<file path="config.mk">
export PLATFORM = sky130hd
export DESIGN_NAME = if_pc_gen
export DESIGN_NICKNAME = d
export VERILOG_FILES = /design/src/rtl/if_pc_gen_pkg.sv /design/src/rtl/if_pc_gen_btb_table.sv /design/src/rtl/if_pc_gen.sv
export SDC_FILE = /design/constraint.sdc
export NUM_CORES = 2
export LEC_CHECK = 0
export BUFFER_PORTS_ARGS = -buffer_cell sky130_fd_sc_hd__buf_2
export CORE_MARGIN = 4
export CORE_UTILIZATION = 45
export DETAILED_ROUTE_END_ITERATION = 8
export RECOVER_POWER = 100
export SLEW_MARGIN = 40
export SYNTH_ARGS = -nofsm -noshare
export SYNTH_HDL_FRONTEND = slang
export SYNTH_SLANG_ARGS = --single-unit
export TNS_END_PERCENT = 1
</file>
<file path="constraint.sdc">
create_clock -name clk -period 7.2 [get_ports clk]
set_input_delay 1.44 -clock clk [delete_from_list [all_inputs] [get_ports clk]]
set_output_delay 1.44 -clock clk [all_outputs]
set_load 0.005 [all_outputs]
</file>
<file path="src/rtl/if_pc_gen_pkg.sv">
// Shared types and constants for the IF-stage fetch address generator.
// Address width, BTB geometry, reset PC default and the fetch FSM encoding.
package if_pc_gen_pkg;

  localparam int InstAddrBus = 32;
  localparam int BtbIdxW     = 6;
  localparam int BtbTagW     = InstAddrBus - BtbIdxW - 2;

  localparam logic [InstAddrBus-1:0] RESET_PC_DEFAULT = 32'h0000_0000;

  typedef enum logic [1:0] {
    BOOT = 2'd0,
    RUN  = 2'd1,
    HOLD = 2'd2
  } fetch_state_e;

  // Sequential fetch address; wraps naturally at 32 bits.
  function automatic logic [InstAddrBus-1:0] pc_plus4(input logic [InstAddrBus-1:0] pc);
    return pc + 32'd4;
  endfunction

endpackage

</file>
<file path="src/rtl/if_pc_gen_btb_table.sv">
// Direct-mapped branch target buffer: combinational lookup, posedge write port,
// valid bits cleared asynchronously by rst. Word-aligned PCs only (bits [31:2]).
module if_pc_gen_btb_table
  import if_pc_gen_pkg::*;
#(
  parameter int IDX_W = BtbIdxW
) (
  input  logic        clk,
  input  logic        rst,
  input  logic [31:2] lookup_pc_i,
  output logic        hit_o,
  output logic [31:0] target_o,
  input  logic        we_i,
  input  logic [31:2] wpc_i,
  input  logic [31:0] wtarget_i
);

  localparam int Entries = 1 << IDX_W;
  localparam int TagW    = 32 - IDX_W - 2;

  logic [Entries-1:0] r_valid;
  logic [TagW-1:0]    r_tag_mem    [Entries];
  logic [31:0]        r_target_mem [Entries];

  logic [IDX_W-1:0] w_ridx;
  logic [TagW-1:0]  w_rtag;
  logic [IDX_W-1:0] w_widx;
  logic [TagW-1:0]  w_wtag;

  assign w_ridx = lookup_pc_i[IDX_W+1:2];
  assign w_rtag = lookup_pc_i[31:IDX_W+2];
  assign w_widx = wpc_i[IDX_W+1:2];
  assign w_wtag = wpc_i[31:IDX_W+2];

  // Lookup reads the pre-write contents, so a same-cycle write is seen next cycle.
  assign hit_o    = r_valid[w_ridx] && (r_tag_mem[w_ridx] == w_rtag);
  assign target_o = r_target_mem[w_ridx];

  always_ff @(posedge clk or posedge rst) begin
    if (rst) begin
      r_valid <= '0;
    end else if (we_i) begin
      r_valid[w_widx] <= 1'b1;
    end
  end

  always_ff @(posedge clk) begin
    if (we_i) begin
      r_tag_mem[w_widx]    <= w_wtag;
      r_target_mem[w_widx] <= wtarget_i;
    end
  end

endmodule

</file>
<file path="src/rtl/if_pc_gen.sv">
// IF-stage fetch PC generator with BTB-based next-PC prediction and EX redirect.
// Optional macro IF_PC_GEN_PERF_CNT_EN adds saturating redirect/taken-fire counters.
module if_pc_gen
  import if_pc_gen_pkg::*;
#(
  parameter int                     BTB_IDX_W = BtbIdxW,
  parameter logic [InstAddrBus-1:0] RESET_PC  = RESET_PC_DEFAULT
) (
  input  logic                   clk,
  input  logic                   rst,
  input  logic                   rdy,
  output logic [InstAddrBus-1:0] pc_o,
  input  logic                   pre_taken_i,
  output logic                   if_valid_o,
  input  logic                   if_ready_i,
  output logic                   pred_taken_o,
  output logic [InstAddrBus-1:0] pred_target_o,
  input  logic                   ex_redirect_i,
  input  logic [InstAddrBus-1:0] ex_redirect_pc_i,
  input  logic                   ex_upd_i,
  input  logic [InstAddrBus-1:0] ex_upd_pc_i,
  input  logic                   ex_upd_taken_i,
  input  logic [InstAddrBus-1:0] ex_upd_target_i,
  output logic                   pred_we_o,
  output logic [InstAddrBus-1:0] pred_waddr_o,
  output logic                   pred_res_taken_o
`ifdef IF_PC_GEN_PERF_CNT_EN
  ,
  output logic [31:0]            perf_redirect_o,
  output logic [31:0]            perf_pred_taken_o
`endif
);

  fetch_state_e r_state;
  fetch_state_e w_state_next;

  logic [InstAddrBus-1:0] r_pc;
  logic [InstAddrBus-1:0] w_pc_next;
  logic                   r_hold_taken;
  logic [InstAddrBus-1:0] r_hold_next;
  logic                   w_hold_load;

  logic                   r_pred_we;
  logic [InstAddrBus-1:0] r_pred_waddr;
  logic                   r_pred_res_taken;

  logic                   w_btb_hit;
  logic [InstAddrBus-1:0] w_btb_target;
  logic                   w_btb_we;
  logic                   w_taken;
  logic [InstAddrBus-1:0] w_next;
  logic [InstAddrBus-1:0] w_redirect_pc;
  logic                   w_fire;

  if_pc_gen_btb_table #(
    .IDX_W(BTB_IDX_W)
  ) u_btb (
    .clk        (clk),
    .rst        (rst),
    .lookup_pc_i(r_pc[31:2]),
    .hit_o      (w_btb_hit),
    .target_o   (w_btb_target),
    .we_i       (w_btb_we),
    .wpc_i      (ex_upd_pc_i[31:2]),
    .wtarget_i  (ex_upd_target_i)
  );

  // Only taken branches allocate; not-taken resolutions leave the BTB alone.
  assign w_btb_we      = rdy & ex_upd_i & ex_upd_taken_i;
  assign w_taken       = w_btb_hit & pre_taken_i;
  assign w_next        = w_taken ? w_btb_target : pc_plus4(r_pc);
  assign w_redirect_pc = ex_redirect_pc_i & 32'hFFFF_FFFC;
  assign w_fire        = rdy & if_valid_o & if_ready_i;

  always_comb begin
    w_state_next = r_state;
    w_pc_next    = r_pc;
    w_hold_load  = 1'b0;
    if (rdy) begin
      if (ex_redirect_i) begin
        w_pc_next    = w_redirect_pc;
        w_state_next = RUN;
      end else begin
        case (r_state)
          BOOT: w_state_next = RUN;
          RUN: begin
            if (w_fire) begin
              w_pc_next = w_next;
            end else begin
              w_hold_load  = 1'b1;
              w_state_next = HOLD;
            end
          end
          HOLD: begin
            if (w_fire) begin
              w_pc_next    = r_hold_next;
              w_state_next = RUN;
            end
          end
          default: w_state_next = BOOT;
        endcase
      end
    end
  end

  always_ff @(posedge clk or posedge rst) begin
    if (rst) begin
      r_state      <= BOOT;
      r_pc         <= RESET_PC;
      r_hold_taken <= 1'b0;
      r_hold_next  <= pc_plus4(RESET_PC);
    end else begin
      r_state <= w_state_next;
      r_pc    <= w_pc_next;
      if (w_hold_load) begin
        r_hold_taken <= w_taken;
        r_hold_next  <= w_next;
      end
    end
  end

  // Resolution forward to the direction predictor, exactly one cycle late.
  always_ff @(posedge clk or posedge rst) begin
    if (rst) begin
      r_pred_we        <= 1'b0;
      r_pred_waddr     <= '0;
      r_pred_res_taken <= 1'b0;
    end else if (rdy) begin
      r_pred_we <= ex_upd_i;
      if (ex_upd_i) begin
        r_pred_waddr     <= ex_upd_pc_i;
        r_pred_res_taken <= ex_upd_taken_i;
      end
    end
  end

  always_comb begin
    pred_taken_o  = 1'b0;
    pred_target_o = pc_plus4(r_pc);
    case (r_state)
      RUN: begin
        pred_taken_o  = w_taken;
        pred_target_o = w_next;
      end
      HOLD: begin
        pred_taken_o  = r_hold_taken;
        pred_target_o = r_hold_next;
      end
      default: ;
    endcase
  end

  assign pc_o             = r_pc;
  assign if_valid_o       = (r_state != BOOT);
  assign pred_we_o        = r_pred_we;
  assign pred_waddr_o     = r_pred_waddr;
  assign pred_res_taken_o = r_pred_res_taken;

`ifdef IF_PC_GEN_PERF_CNT_EN
  logic [31:0] r_perf_redirect;
  logic [31:0] r_perf_pred_taken;

  always_ff @(posedge clk or posedge rst) begin
    if (rst) begin
      r_perf_redirect   <= '0;
      r_perf_pred_taken <= '0;
    end else if (rdy) begin
      if (ex_redirect_i && (r_perf_redirect != 32'hFFFF_FFFF)) begin
        r_perf_redirect <= r_perf_redirect + 32'd1;
      end
      if (w_fire && pred_taken_o && (r_perf_pred_taken != 32'hFFFF_FFFF)) begin
        r_perf_pred_taken <= r_perf_pred_taken + 32'd1;
      end
    end
  end

  assign perf_redirect_o   = r_perf_redirect;
  assign perf_pred_taken_o = r_perf_pred_taken;
`endif

endmodule

</file>
==> metrics <==
status finished with violations; violated checks capacitance limit, slew limit; TritonCTS clock tree built; flop2flop setup slack 2070 ps; WL met3 37400 um; Slowest cell on crit path dfrtp_4; worst skew pair latency 980 ps; Req. time, crit path 5760 ps; CTS H-tree depth 5; post-synthesis instance area between 100000 and 150000 sq um; WL final 440000 um; worst vdd ir 0.244 mV; remaining global-route overflow 0; vias in the first global route 73400; Buf/Inv on CP 6; leading cell type in the layout, fill and taps excluded edfxtp_1; Max Used Layer met5; CTS sink count ~3700; Yosys warning count 0; Final min period 7180 ps; CP delay by family, top simple AND/OR/NAND/NOR gates; combinational share of power 25.9%; ys async rst share 4.40%; # hold bufs at CTS 0; Met1 Wirelength 166000 um; DR vias 74200; WHS around 460 ps; dominant cells by area after synthesis edfxtp_1, mux4_2, dfrtp_1; Final WS setup between 15 and 20 ps; Clk pwr share about a third; vias per cell 6.32; final routed DRC violation total 0; Area Growth Syn to Fin 14.1%; Crit. path cell count 14; Nets 7205; drt pass-1 iters 6; Setup TNS Final 0 ps; dpl hpwl around 250000 um; most frequent cells in the layout edfxtp_1, mux4_2, clkbuf_16; gp weighted congestion 0.824; max_slew headroom -222%; Hold Vio Cnt, Final 0; Max Cap Viol ~190; CORE AREA 322000 sq um; maximum fanout along the worst path 19; fin. max-slew vios 7112; root buffer cell clkbuf_16; IO Count 204; Die Wd 577 um; Reg2Reg Depth 14; layout cells sized above 1 roughly 29%; Initial Util between 40 and 50%; Post-DRT Antenna Nets 0; critical-path cell list buf_12 -> and2_1 -> buf_4 -> buf_4 -> nand2_1 -> nor2_1 -> buf_4 -> nand3_1 -> nor3_1 -> nand3_1 -> xor2_1 -> o221ai_1 -> buf_4 -> buf_2; pre-CTS WS 101 ps; ys flop type edfxtp_1; reg-to-reg critical path startpoint pc_o[5]$_DFFE_PP0P_; fin crit share between 90 and 100%; Filler Cells Inserted 25200; Hold/Removal Path Class register to register; Initial DRC Count 10100; TritonCTS buffer count 385; PwrDens about 360 nW/um^2; Fmax 0.139 GHz; Synth area leader edfxtp_1; critical path class register to output port; Lkg Pwr 53.2 nW; nature of the critical path startpoint register; flops & latches, synth between 3000 and 4000; critical path arrival 5740 ps; Synth Instances 6444; mean post-synth cell area 22.6 sq um; # setup viols final 0; Distinct cells, synth 80; syn_nets approximately 6600; IO buf count approximately 200; routed wl met2 212000 um; WL/cell 37.5 um; final cell utilization of the core about half; Clock Path Buffers 4; die height 577 um; Power Total 59.9 mW; Worst-path clk slew 70 ps; Flop pwr share 41.2%; crit end category output port; P_int approximately 42 mW; register area approximately 110000 sq um; die area around 330000 sq um; largest net degree at the start of global routing around 110; Site Rows 208; Worst Skew ~84 ps; most used cell, CP buf_4; share of the synthesized area in the top cell type 73.9%; initial antenna violation count 31; sequential area share after synthesis 76.7%; Worst Max-Slew Pin Slew 4830 ps; Sw Share 29.3%; RSZ-0062 raised after global routing yes; area of the multi-input gates 32100 sq um; Worst Setup SP pc_o[5]$_DFFE_PP0P_; Net Switching 17.6 mW; Crit Reg-Reg Endpoint pc_o[31]$_DFFE_PP0P_; GRT Overall Usage 26.2%; EDFF count, synth 3584; slowest stage delay, CP around 820 ps; Critical Path End pred_target_o[27]; first-pass GRT wire length between 600000 and 700000 um
-- worst min path at each step --
stage,from,endpoint,cells past startpoint
CTS,u_btb.r_valid[26]$_DFFE_PP0P_,u_btb.r_valid[26]$_DFFE_PP0P_,1
finish,u_btb.r_valid[5]$_DFFE_PP0P_,u_btb.r_valid[5]$_DFFE_PP0P_,1
global placement,u_btb.r_valid[23]$_DFFE_PP0P_,u_btb.r_valid[23]$_DFFE_PP0P_,1
floorplan,u_btb.r_valid[10]$_DFFE_PP0P_,u_btb.r_valid[10]$_DFFE_PP0P_,1
detailed placement,u_btb.r_valid[59]$_DFFE_PP0P_,u_btb.r_valid[59]$_DFFE_PP0P_,1
global route,u_btb.r_valid[41]$_DFFE_PP0P_,u_btb.r_valid[41]$_DFFE_PP0P_,1
-- what timing repair did --
action	CTS	global route
setup endpoints to repair	33	13
buffers inserted	18	0
gates cloned	1	1
resized for setup	28	20
pin swaps	3	3
endpoints found under the hold margin	0	0
-- flip-flops by register name, summed over array words and instances (netlist names) --
| name | cells |
|---|---|
| u_btb.r_target_mem | 2048 |
| u_btb.r_tag_mem | 1536 |
| u_btb.r_valid | 64 |
| pc_o | 32 |
| pred_waddr_o | 32 |
| r_hold_next | 32 |
| r_state | 2 |
| pred_res_taken_o | 1 |
| pred_we_o | 1 |
| r_hold_taken | 1 |
-- cells by family after synthesis --
family / synth area share, %
DFF: 76.7
muxes: 17.5
and+or+nand+nor: 1.69
AOI/OAI and AO/OA: 2.33
buffers and inverters: 1.46
xor gates and xnor gates: 0.283
adders and majority gates: 0.0430
-- cell usage after synthesis, types with 4 or more instances --
library cell	count
a221oi_2	27
o221ai_1	51
and4_1	7
inv_1	74
o22ai_1	16
xor2_1	21
a211o_1	8
a2111oi_0	8
a211oi_1	15
nand3b_1	6
buf_6	35
mux2i_1	166
a22oi_1	85
or2_2	65
a32oi_1	8
buf_4	30
o21ai_0	28
o21a_1	5
a211oi_2	4
xnor2_1	26
a21oi_1	117
mux4_2	1008
nor3_1	11
mux2_2	60
a31oi_1	12
nand3_1	38
nor4_1	5
nor2b_1	21
mux2_4	26
buf_2	73
a221oi_1	15
ha_1	5
nand2_1	112
nand4_1	13
o211ai_1	4
clkbuf_1	151
nand2b_1	4
and3_1	9
o22a_1	5
a22o_1	16
nor2_1	173
dfrtp_1	164
edfxtp_1	3584
and2_1	12
buf_1	61
-- area by class of cell --
class	instances	area share, %
sequential	3749	67.3
timing repair buffer	619	2.46
multi-input combinational	2264	19.3
clock inverter	197	1.23
antenna	23	0.0346
inverter	77	0.182
tap	4305	3.24
clock buffer	514	6.26
-- stage by stage --
| stage | instance area, sq um | instances |
|---|---|---|
| after CTS | 168000 | 11700 |
| after floorplan | 146000 | 6444 |
| after global placement | 154000 | 11000 |
| after detailed placement | 155000 | 11000 |
| after global routing | 166000 | 11700 |
| final | 166000 | 11700 |
-- power by group through the flow --
stage          Clock, mW  Sequential, mW  Combinational [mW]
3_5_place_dp           0            25.1                15.3
6_report            19.7            24.7                15.5
2_1_floorplan          0            24.7                9.67
3_3_place_gp           0            25.1                15.2
4_1_cts             20.0            24.6                15.6
5_1_grt             21.0            24.7                16.3
-- per-layer routing --
metal / global-route usage, % / up-vias
li1: - / 28700
met1: 35.4 / 40600
met2: 42.3 / 3946
met3: 4.00 / 963
met4: 12.0 / 12
met5: 0 / -
Note: power is estimated with default switching activity, not from simulation.
